===== src/rtl/hex_item_scroller.sv =====
// Item-code letter decoder that scrolls a purchased letter across NUM_DIGITS seven-segment digits.
// Optional blink on the coupon input is compiled in with the HEX_ITEM_BLINK_EN macro.
module hex_item_scroller #(
  parameter int NUM_DIGITS = 6,
  parameter int TICK_DIV   = 25_000_000
) (
  input  logic                      clk,
  input  logic                      reset,
  input  logic [2:0]                U,
  input  logic                      P,
  input  logic                      C,
  output logic [7*NUM_DIGITS-1:0]   hex_out,
  output logic                      busy
);

  localparam int CW = (TICK_DIV > 1) ? $clog2(TICK_DIV) : 1;
  localparam int PW = (NUM_DIGITS > 1) ? $clog2(NUM_DIGITS) : 1;
  localparam logic [CW-1:0] TICK_LAST = CW'(TICK_DIV - 1);
  localparam logic [PW-1:0] POS_LAST  = PW'(NUM_DIGITS - 1);
  localparam logic [6:0]    BLANK     = 7'b1111111;

  typedef enum logic [1:0] {
    IDLE   = 2'd0,
    SCROLL = 2'd1,
    HOLD   = 2'd2
  } state_t;

  function automatic logic [6:0] decode_letter(input logic [2:0] code);
    logic [6:0] seg;
    case (code)
      3'b000:  seg = 7'b0111000;
      3'b001:  seg = 7'b1000110;
      3'b010:  seg = 7'b1100111;
      3'b100:  seg = 7'b1011100;
      3'b101:  seg = 7'b1100011;
      3'b111:  seg = 7'b0111010;
      default: seg = 7'b0000000;
    endcase
    return seg;
  endfunction

  state_t                    state_q, state_d;
  logic [PW-1:0]             pos_q, pos_d;
  logic [CW-1:0]             tick_cnt_q, tick_cnt_d;
  logic [2:0]                code_q, code_d;
  logic [7*NUM_DIGITS-1:0]   hex_q, hex_d;
  logic                      busy_q, busy_d;
  logic                      tick_s;
  logic                      accept_s;
  logic                      blank_all_s;

`ifdef HEX_ITEM_BLINK_EN
  logic blink_q, blink_d;

  // Blink phase flips on every tick regardless of state or purchase.
  always_comb begin
    blink_d     = blink_q;
    blank_all_s = C && blink_q;
    if (tick_s) begin
      blink_d = ~blink_q;
    end else begin
      blink_d = blink_q;
    end
  end

  always_ff @(posedge clk) begin
    if (reset) begin
      blink_q <= 1'b0;
    end else begin
      blink_q <= blink_d;
    end
  end
`else
  logic unused_c;
  assign unused_c    = C;
  assign blank_all_s = 1'b0;
`endif

  // Next state, scroll position, tick divider and latched code.
  always_comb begin
    state_d    = state_q;
    pos_d      = pos_q;
    code_d     = code_q;
    tick_s     = (tick_cnt_q == TICK_LAST);
    accept_s   = (state_q == IDLE) && P;
    if (accept_s || tick_s) begin
      tick_cnt_d = {CW{1'b0}};
    end else begin
      tick_cnt_d = tick_cnt_q + CW'(1);
    end
    case (state_q)
      IDLE: begin
        if (P) begin
          state_d = SCROLL;
          pos_d   = {PW{1'b0}};
          code_d  = U;
        end else begin
          state_d = IDLE;
        end
      end
      SCROLL: begin
        if (tick_s) begin
          if (pos_q == POS_LAST) begin
            state_d = HOLD;
          end else begin
            pos_d = pos_q + PW'(1);
          end
        end else begin
          state_d = SCROLL;
        end
      end
      HOLD: begin
        if (tick_s) begin
          state_d = IDLE;
          pos_d   = {PW{1'b0}};
        end else begin
          state_d = HOLD;
        end
      end
      default: begin
        state_d = IDLE;
        pos_d   = {PW{1'b0}};
      end
    endcase
  end

  // Display content; the blink override wins over everything else.
  always_comb begin
    hex_d  = {(7*NUM_DIGITS){1'b1}};
    busy_d = (state_q != IDLE);
    for (int i = 0; i < NUM_DIGITS; i++) begin
      case (state_q)
        IDLE:    hex_d[7*i +: 7] = (i == 0) ? decode_letter(U) : BLANK;
        SCROLL:  hex_d[7*i +: 7] = (pos_q == PW'(i)) ? decode_letter(code_q) : BLANK;
        HOLD:    hex_d[7*i +: 7] = decode_letter(code_q);
        default: hex_d[7*i +: 7] = BLANK;
      endcase
      if (blank_all_s) begin
        hex_d[7*i +: 7] = BLANK;
      end else begin
        hex_d[7*i +: 7] = hex_d[7*i +: 7];
      end
    end
  end

  always_ff @(posedge clk) begin
    if (reset) begin
      state_q    <= IDLE;
      pos_q      <= {PW{1'b0}};
      tick_cnt_q <= {CW{1'b0}};
      code_q     <= 3'b000;
      hex_q      <= {(7*NUM_DIGITS){1'b1}};
      busy_q     <= 1'b0;
    end else begin
      state_q    <= state_d;
      pos_q      <= pos_d;
      tick_cnt_q <= tick_cnt_d;
      code_q     <= code_d;
      hex_q      <= hex_d;
      busy_q     <= busy_d;
    end
  end

  assign hex_out = hex_q;
  assign busy    = busy_q;

endmodule


===== config.mk =====
export PLATFORM = sky130hd
export DESIGN_NAME = hex_item_scroller
export DESIGN_NICKNAME = d
export VERILOG_FILES = /design/src/rtl/hex_item_scroller.sv
export SDC_FILE = /design/constraint.sdc
export NUM_CORES = 1
export LEC_CHECK = 0
export ABC_CLOCK_PERIOD_IN_PS = 2980
export BUFFER_PORTS_ARGS = -buffer_cell sky130_fd_sc_hd__buf_2
export CORE_ASPECT_RATIO = 1.1
export CORE_MARGIN = 3
export CORE_UTILIZATION = 55
export DETAILED_ROUTE_END_ITERATION = 6
export GPL_ROUTABILITY_DRIVEN = 0
export PLACE_DENSITY = 0.79
export RECOVER_POWER = 25
export SYNTH_ARGS = -nofsm -noshare
export SYNTH_HDL_FRONTEND = slang
export SYNTH_SLANG_ARGS = --single-unit

===== constraint.sdc =====
create_clock -name clk -period 2.98 [get_ports clk]
set_clock_uncertainty 0.15 [all_clocks]
set_input_delay 0.298 -clock clk [delete_from_list [all_inputs] [get_ports clk]]
set_output_delay 0.298 -clock clk [all_outputs]
set_load 0.1 [all_outputs]

==> results of run 1 <==
[where the power goes]
part,total (uW),internal [uW],switching (uW)
logic,483,65.7,417
registers,997,977,19.8
clock network,832,492,339
total,2310,1540,776
[synth_stat cells (all sizes together) (2+ instances only)]
library cell and n:
a211o 2, nand2b 3, o22ai 3, xor2 15
or4b 2, clkbuf 13, buf 9, inv 14
dfxtp 70, nor2 54, nand4 5, nand2 29
nor2b 3, o21ai 44, mux2i 2, xnor2 11
or4 4, a21oi 16, ha 11, nand3 23
nor3b 2, or3b 2, and3 3, nor4 5
[cells by family (layout without fill, tap and decap cells)]
family	count (synthesis)	count (layout)
compound gates	72	72
xor+xnor	26	26
fa+ha+maj	11	11
buf+inv	36	84
flops	70	70
mux	2	2
simple gates	141	141
[per-stage QoR]
step / hold WS, ns / setup slack, ns
2_1_floorplan: 0.292 / 0.405
3_3_place_gp: 0.308 / 0.301
3_5_place_dp: 0.334 / 0.227
4_1_cts: 0.105 / 0.228
5_1_grt: 0.121 / 0.0783
6_report: 0.107 / 0.187
[sequential cells by signal, summed over array words and instances (netlist names)]
signal / flops
hex_out: 36
tick_cnt_q: 25
code_q: 3
pos_q: 3
state_q: 2
busy: 1
[final cells by class]
type                       instances  area [um^2]  share of cell area, %
clock buffer                      12          145                   4.18
clock inverter                     4         70.1                   2.02
inverter                          14         52.6                   1.51
multi-input combinational        252         1460                   42.1
sequential                        70         1400                   40.3
tap                               72         90.1                   2.59
timing repair buffer              54          251                   7.24
[worst max-delay path by stage]
stage / slack [ns] / cells after the start / to / startpoint
floorplan: 0.40 / 5 / pos_q[2] / tick_cnt_q[8]
global placement: 0.30 / 5 / pos_q[2] / tick_cnt_q[8]
detailed placement: 0.23 / 5 / pos_q[0] / tick_cnt_q[8]
CTS: 0.23 / 5 / pos_q[0] / tick_cnt_q[8]
global route: 0.08 / 5 / pos_q[0] / tick_cnt_q[18]
finish: 0.19 / 5 / pos_q[0] / tick_cnt_q[8]
[per-layer routing]
metal / wire, um / up-vias
li1: - / 1290
met3: 327 / 13
met2: 2830 / 70
met1: 2830 / 1130
met5: 0 / -
met4: 140 / 0
==> impl_metrics.toml, run 1 <==
[outcome]
outcome = "finished, final reports clean"

[logic_synthesis]
syn_nets = 376
yosys.area_share.simple_pct = 22.5
yosys.area_share.xor_xnor_pct = 7.53
synth-compound-area-share_pct = 13.2
synth_area_um2 = 3020
synth_ff_type = "dfxtp_1"
synthArstFlopShare_pct = 0
yosysUniqueCellTypes = 41
postSynthCellCount = 358
yosys_warnings = 0
synth_area_leaders = "dfxtp_1 46%, o21ai_0 7.0%, nor2_1 6.7%, ha_1 4.6%, xor2_1 4.3%"
ys_ff_latch = 70
synth_top_family_by_area = "simple AND/OR/NAND/NOR gates"
ys_seq_area_share_pct = 46.3
syn_area_per_cell_um2 = 8.45
yosysTopAreaCellShare_pct = 46.3
synth_adder_area_share_pct = 4.55
synth.mux.area_fraction_pct = 0.662
synth_edf_count = 0
synth.largest_area_cell = "dfxtp_1"

[sta]
max_slew_margin_pct = 21.5
worst_pin_slew_ns = 1.18
fin_tns_setup_ns = 0
rsz0062_at_grt = "no"
max_freq_mhz = 358
period_minus_slack_ns = 2.79
setup_viol = 0
finalHoldViolations = 0
report.final.slew_viol_count = 0
min_period_over_period_pct = 93.7

[worst_setup_path]
critPathLaunchType = "flop"
critical_path_class = "flop to flop"
crit_chain = "or4b_1 > or4_4 > or4_4 > a221oi_1 > o22ai_1"
rrSetupSlack_ns = 0.19
rr_worst_depth = 5
crit_family = "simple AND/OR/NAND/NOR gates"
r2r_end = "pos_q[0]"
slowest_delay_ns = 0.57
slowest_stage = "or4_4"
r2r-start = "tick_cnt_q[8]"
crit_path_frequent_cell = "or4_4"
cp.arrival_ns = 2.84
crit_required_ns = 3.03
end_kind = "flop"
cp_max_fo = 4
crit_buf_inv = 0

[global_route]
grt_use_met1_pct = 24.7
grt_pass1_wl_um = 10400
first_global_vias = 2287
top_usage_layer = "met2"
antenna_found_initial = 0
met3_usage_pct = 4.32
grt_max_degree = 31
use_met2_pct = 32.5
grt_use_total_pct = 20.1
gr-total-overflow = 0

[floorplanning]
initial_core_util_pct = 58.5
die_area_um2 = 6430
pin_count = 50
core-area_um2 = 5170
die_y_um = 83.8
num_rows = 27
die_w_um = 76.7

[cts]
holdBufCountCts = 0
post-cts-setup-buffers = 0
clk_pin_slew_ns = 0.08
numCtsBuffers = 9
clockBufferDepth = 2
clock_sinks = 70
cts_resized = 0
clockRootBuffer = "clkbuf_8"
htreeDepth = 3
cts_tree = "done"
clk_latency_ns = 0.34

[final_layout]
drive_gt1_share_pct = 11.3
area_delta_synth_final_pct = 14.9
num_antenna_cells = 0
final_common_cell = "dfxtp_1"
final_cell_mix = "70 x dfxtp_1, 54 x nor2_1, 42 x o21ai_0"
finalNetCount = 419
nFillCells = 458
final_core_util_pct = 67.2
fin_cells = 478
fin_area_um2 = 3470

[power]
power_density_nw_per_um2 = 666
leakagePower_uw = 0.00125
total_power_uw = 2310
ir_worst_vdd_mv = 0.340

[route]
drt_wl_total_um = 6130
drcViolationCount = 0
drtAntennaViolNets = 0
routedWlPerCell_um = 12.8
drt_iter0_drc = 135
num_vias = 2503
drt_first_pass_iters = 4
viasPerCell = 5.24

[hold_path]
worstHoldPathType = "input pin to flop"
holdPathEnd = "busy"
min_path_cells = 2
hold_start = "reset"

[placed_design]
place_area_um2 = 3290
place_inst = 462
dp_hpwl_um = 4340
io_buffer_count = 48

[job]
max-cap-violations = 0
Power figures use the tool's default switching activity.
==> run 2: changes to the inputs <==
Settings changed: ABC_AREA set to 1, CORE_UTILIZATION 55 to 57, PLACE_DENSITY 0.79 to 0.81, RECOVER_POWER 25 to 100.
==> run 2 against run 1 <==
Against the previous run:
- power decreased by 0.73%
- sequential share of layout area fell by 2.3 points
- die area is 6.6% higher
- via count rose by 17%
- largest power group unchanged
- highest routed layer unchanged
==> impl_metrics.toml, run 2 <==
[outcome]
outcome = "finished, final reports clean"

[power]
ir_worst_vdd_mv = 0.362
p_sw_uw = 852
power_density_nw_per_um2 = 623
power_frac_comb_pct = 23.4
total_power_uw = 2290
switching_share_pct = 37.1
p_int_uw = 1440
leakagePower_uw = 0.00150
seqPwrFrac_pct = 43.5
clkPwrFrac_pct = 33.1

[global_route]
grt_max_degree = 31
grt_pass1_wl_um = 11400
grt_use_total_pct = 21.1
antenna_found_initial = 0
first_global_vias = 2739
gr-total-overflow = 0

[sta]
max_slew_margin_pct = 21.1
min_period_over_period_pct = 77.6
period_minus_slack_ns = 2.31
hold_slack_ns = 0.126
max_freq_mhz = 433
rsz0062_at_grt = "no"
layout_setup_ws_ns = 0.669
setup_viol = 0
worst_pin_slew_ns = 1.19
report.final.slew_viol_count = 0
finalHoldViolations = 0
fin_tns_setup_ns = 0

[hold_path]
worstHoldPathType = "input pin to flop"
min_path_cells = 3
hold_start = "U[2]"
holdPathEnd = "code_q[2]"

[final_layout]
largest_reg_flops = 36
area_delta_synth_final_pct = 9.69
final_cell_mix = "102 x nand2_1, 70 x dfxtp_1, 54 x inv_1"
drive_gt1_share_pct = 8.03
fin_area_um2 = 3680
num_antenna_cells = 0
final_common_cell = "nand2_1"
finalNetCount = 511

[route]
viasPerCell = 5.13
drcViolationCount = 0
drt_first_pass_iters = 5
routedWlPerCell_um = 11.7
num_vias = 2940
drt_wl_total_um = 6720
drtAntennaViolNets = 0
drt_iter0_drc = 204

[floorplanning]
core-area_um2 = 5540
initial_core_util_pct = 60.7
num_rows = 28
die_y_um = 86.5
die_w_um = 79.2
pin_count = 50
die_area_um2 = 6850

[cts]
clk_latency_ns = 0.35
numCtsBuffers = 9
cts_tree = "done"
clockRootBuffer = "clkbuf_8"
htreeDepth = 3
clockBufferDepth = 2
clock_sinks = 70
clk_pin_slew_ns = 0.08

[logic_synthesis]
postSynthCellCount = 448
synth_ff_type = "dfxtp_1"
yosysUniqueCellTypes = 35
synth.largest_area_cell = "dfxtp_1"
synth-compound-area-share_pct = 13.0
syn_nets = 466
yosys_warnings = 0
syn_area_per_cell_um2 = 7.50
ys_ff_latch = 70
ys_seq_area_share_pct = 41.7
yosys.area_share.xor_xnor_pct = 2.09
synth_common_cells = "99 x nand2_1, 70 x dfxtp_1, 51 x inv_1, 43 x nor2_1, 37 x o21ai_0"
synth.mux.area_fraction_pct = 0
synth_top_family_by_area = "simple AND/OR/NAND/NOR gates"
synth_area_um2 = 3360
yosys.area_share.simple_pct = 29.9
synth_edf_count = 0
synth_most_common_cell = "nand2_1"
synth_area_leaders = "dfxtp_1 42%, nand2_1 11%, inv_1 5.7%, o21ai_0 5.5%, a21oi_1 4.9%"
synthArstFlopShare_pct = 0
synth_adder_area_share_pct = 4.10
yosysTopAreaCellShare_pct = 41.7

[worst_setup_path]
critical_path_class = "flop to flop"
crit_required_ns = 3.12
r2r-start = "state_q[1]"
cp.arrival_ns = 2.45
critPathLaunchType = "flop"
end_kind = "flop"
rr_worst_depth = 10
rrSetupSlack_ns = 0.67
r2r_end = "pos_q[2]"
cp_max_fo = 30

[placed_design]
io_buffer_count = 48
pre_cts_ws_ns = 1.03
place_area_um2 = 3590
dp_hpwl_um = 4830

[job]
max-cap-violations = 0
[run 2: cell count changes after synthesis, sizes merged, moves of 7 or more]
cell | previous run | this run
nand2 | 29 | 108
a21oi | 16 | 34
xor2 | 15 | 6
xnor2 | 11 | 2
clkbuf | 13 | 6
nor3 | 1 | 11
inv | 14 | 54
[run 2: what timing repair did]
item | CTS | global route
setup buffers | 0 | 0
gates resized for setup | 0 | 0
hold buffers | 1 | 0
hold endpoints to repair | 2 | 0
[run 2: power groups by stage]
stage	logic [uW]	registers (uW)	clock network (uW)
finish	537	999	760
global route	572	1000	811
CTS	559	998	772
detailed placement	556	1020	0
global placement	549	1020	0
floorplan	235	1270	0
[run 2: worst max-delay path by stage]
stage                start           to  slack [ns]  cells after the start
3_5_place_dp    state_q[1]     pos_q[2]        1.03                     10
6_report        state_q[1]     pos_q[2]        0.67                     10
3_3_place_gp    state_q[1]     pos_q[1]        1.09                      9
4_1_cts         state_q[1]     pos_q[2]        0.96                     10
5_1_grt         state_q[1]     pos_q[2]        0.48                     10
2_1_floorplan  hex_out[11]  hex_out[11]        1.18                      1
[run 2: critical path: stages (launching register included)]
cell      delay, ns
dfxtp_1        0.39
inv_1          0.09
ha_1           0.19
clkbuf_2       0.33
inv_1          0.42
o22ai_1        0.15
inv_1          0.11
nand3_1        0.16
nand2_1        0.10
inv_1          0.04
nor2_1         0.10
[run 2: cell families after synthesis]
kind of cell,count (synthesis)
DFF,70
adders and majority gates,11
and+or+nand+nor,207
AOI/OAI and AO/OA,82
xor gates and xnor gates,8
buffers and inverters,70
[run 2: cell type report]
class | count | area (um^2)
Inverter | 54 | 203
Clock inverter | 7 | 73.8
Multi-Input combinational cell | 308 | 1590
Sequential cell | 70 | 1400
Fill cell | 510 | 1850
Clock buffer | 9 | 124
Timing Repair Buffer | 50 | 200
Tap cell | 75 | 93.8
[run 2: stage by stage]
step           util, %  std cells
3_3_place_gp      64.9        556
2_1_floorplan        -        448
4_1_cts           68.7        573
6_report          66.5        573
5_1_grt           66.5        573
3_5_place_dp      64.9        556
[run 2: routing by layer]
layer / vias to the layer above / GRT usage (%) / routed length (um) / share of wire (%)
met1: 1307 / 26.7 / 3170 / 47
li1: 1524 / - / - / -
met3: 18 / 4.37 / 399 / 5.9
met2: 91 / 32.8 / 2980 / 44
met4: 0 / 13.0 / 164 / 2.4
met5: - / 0 / 0 / 0
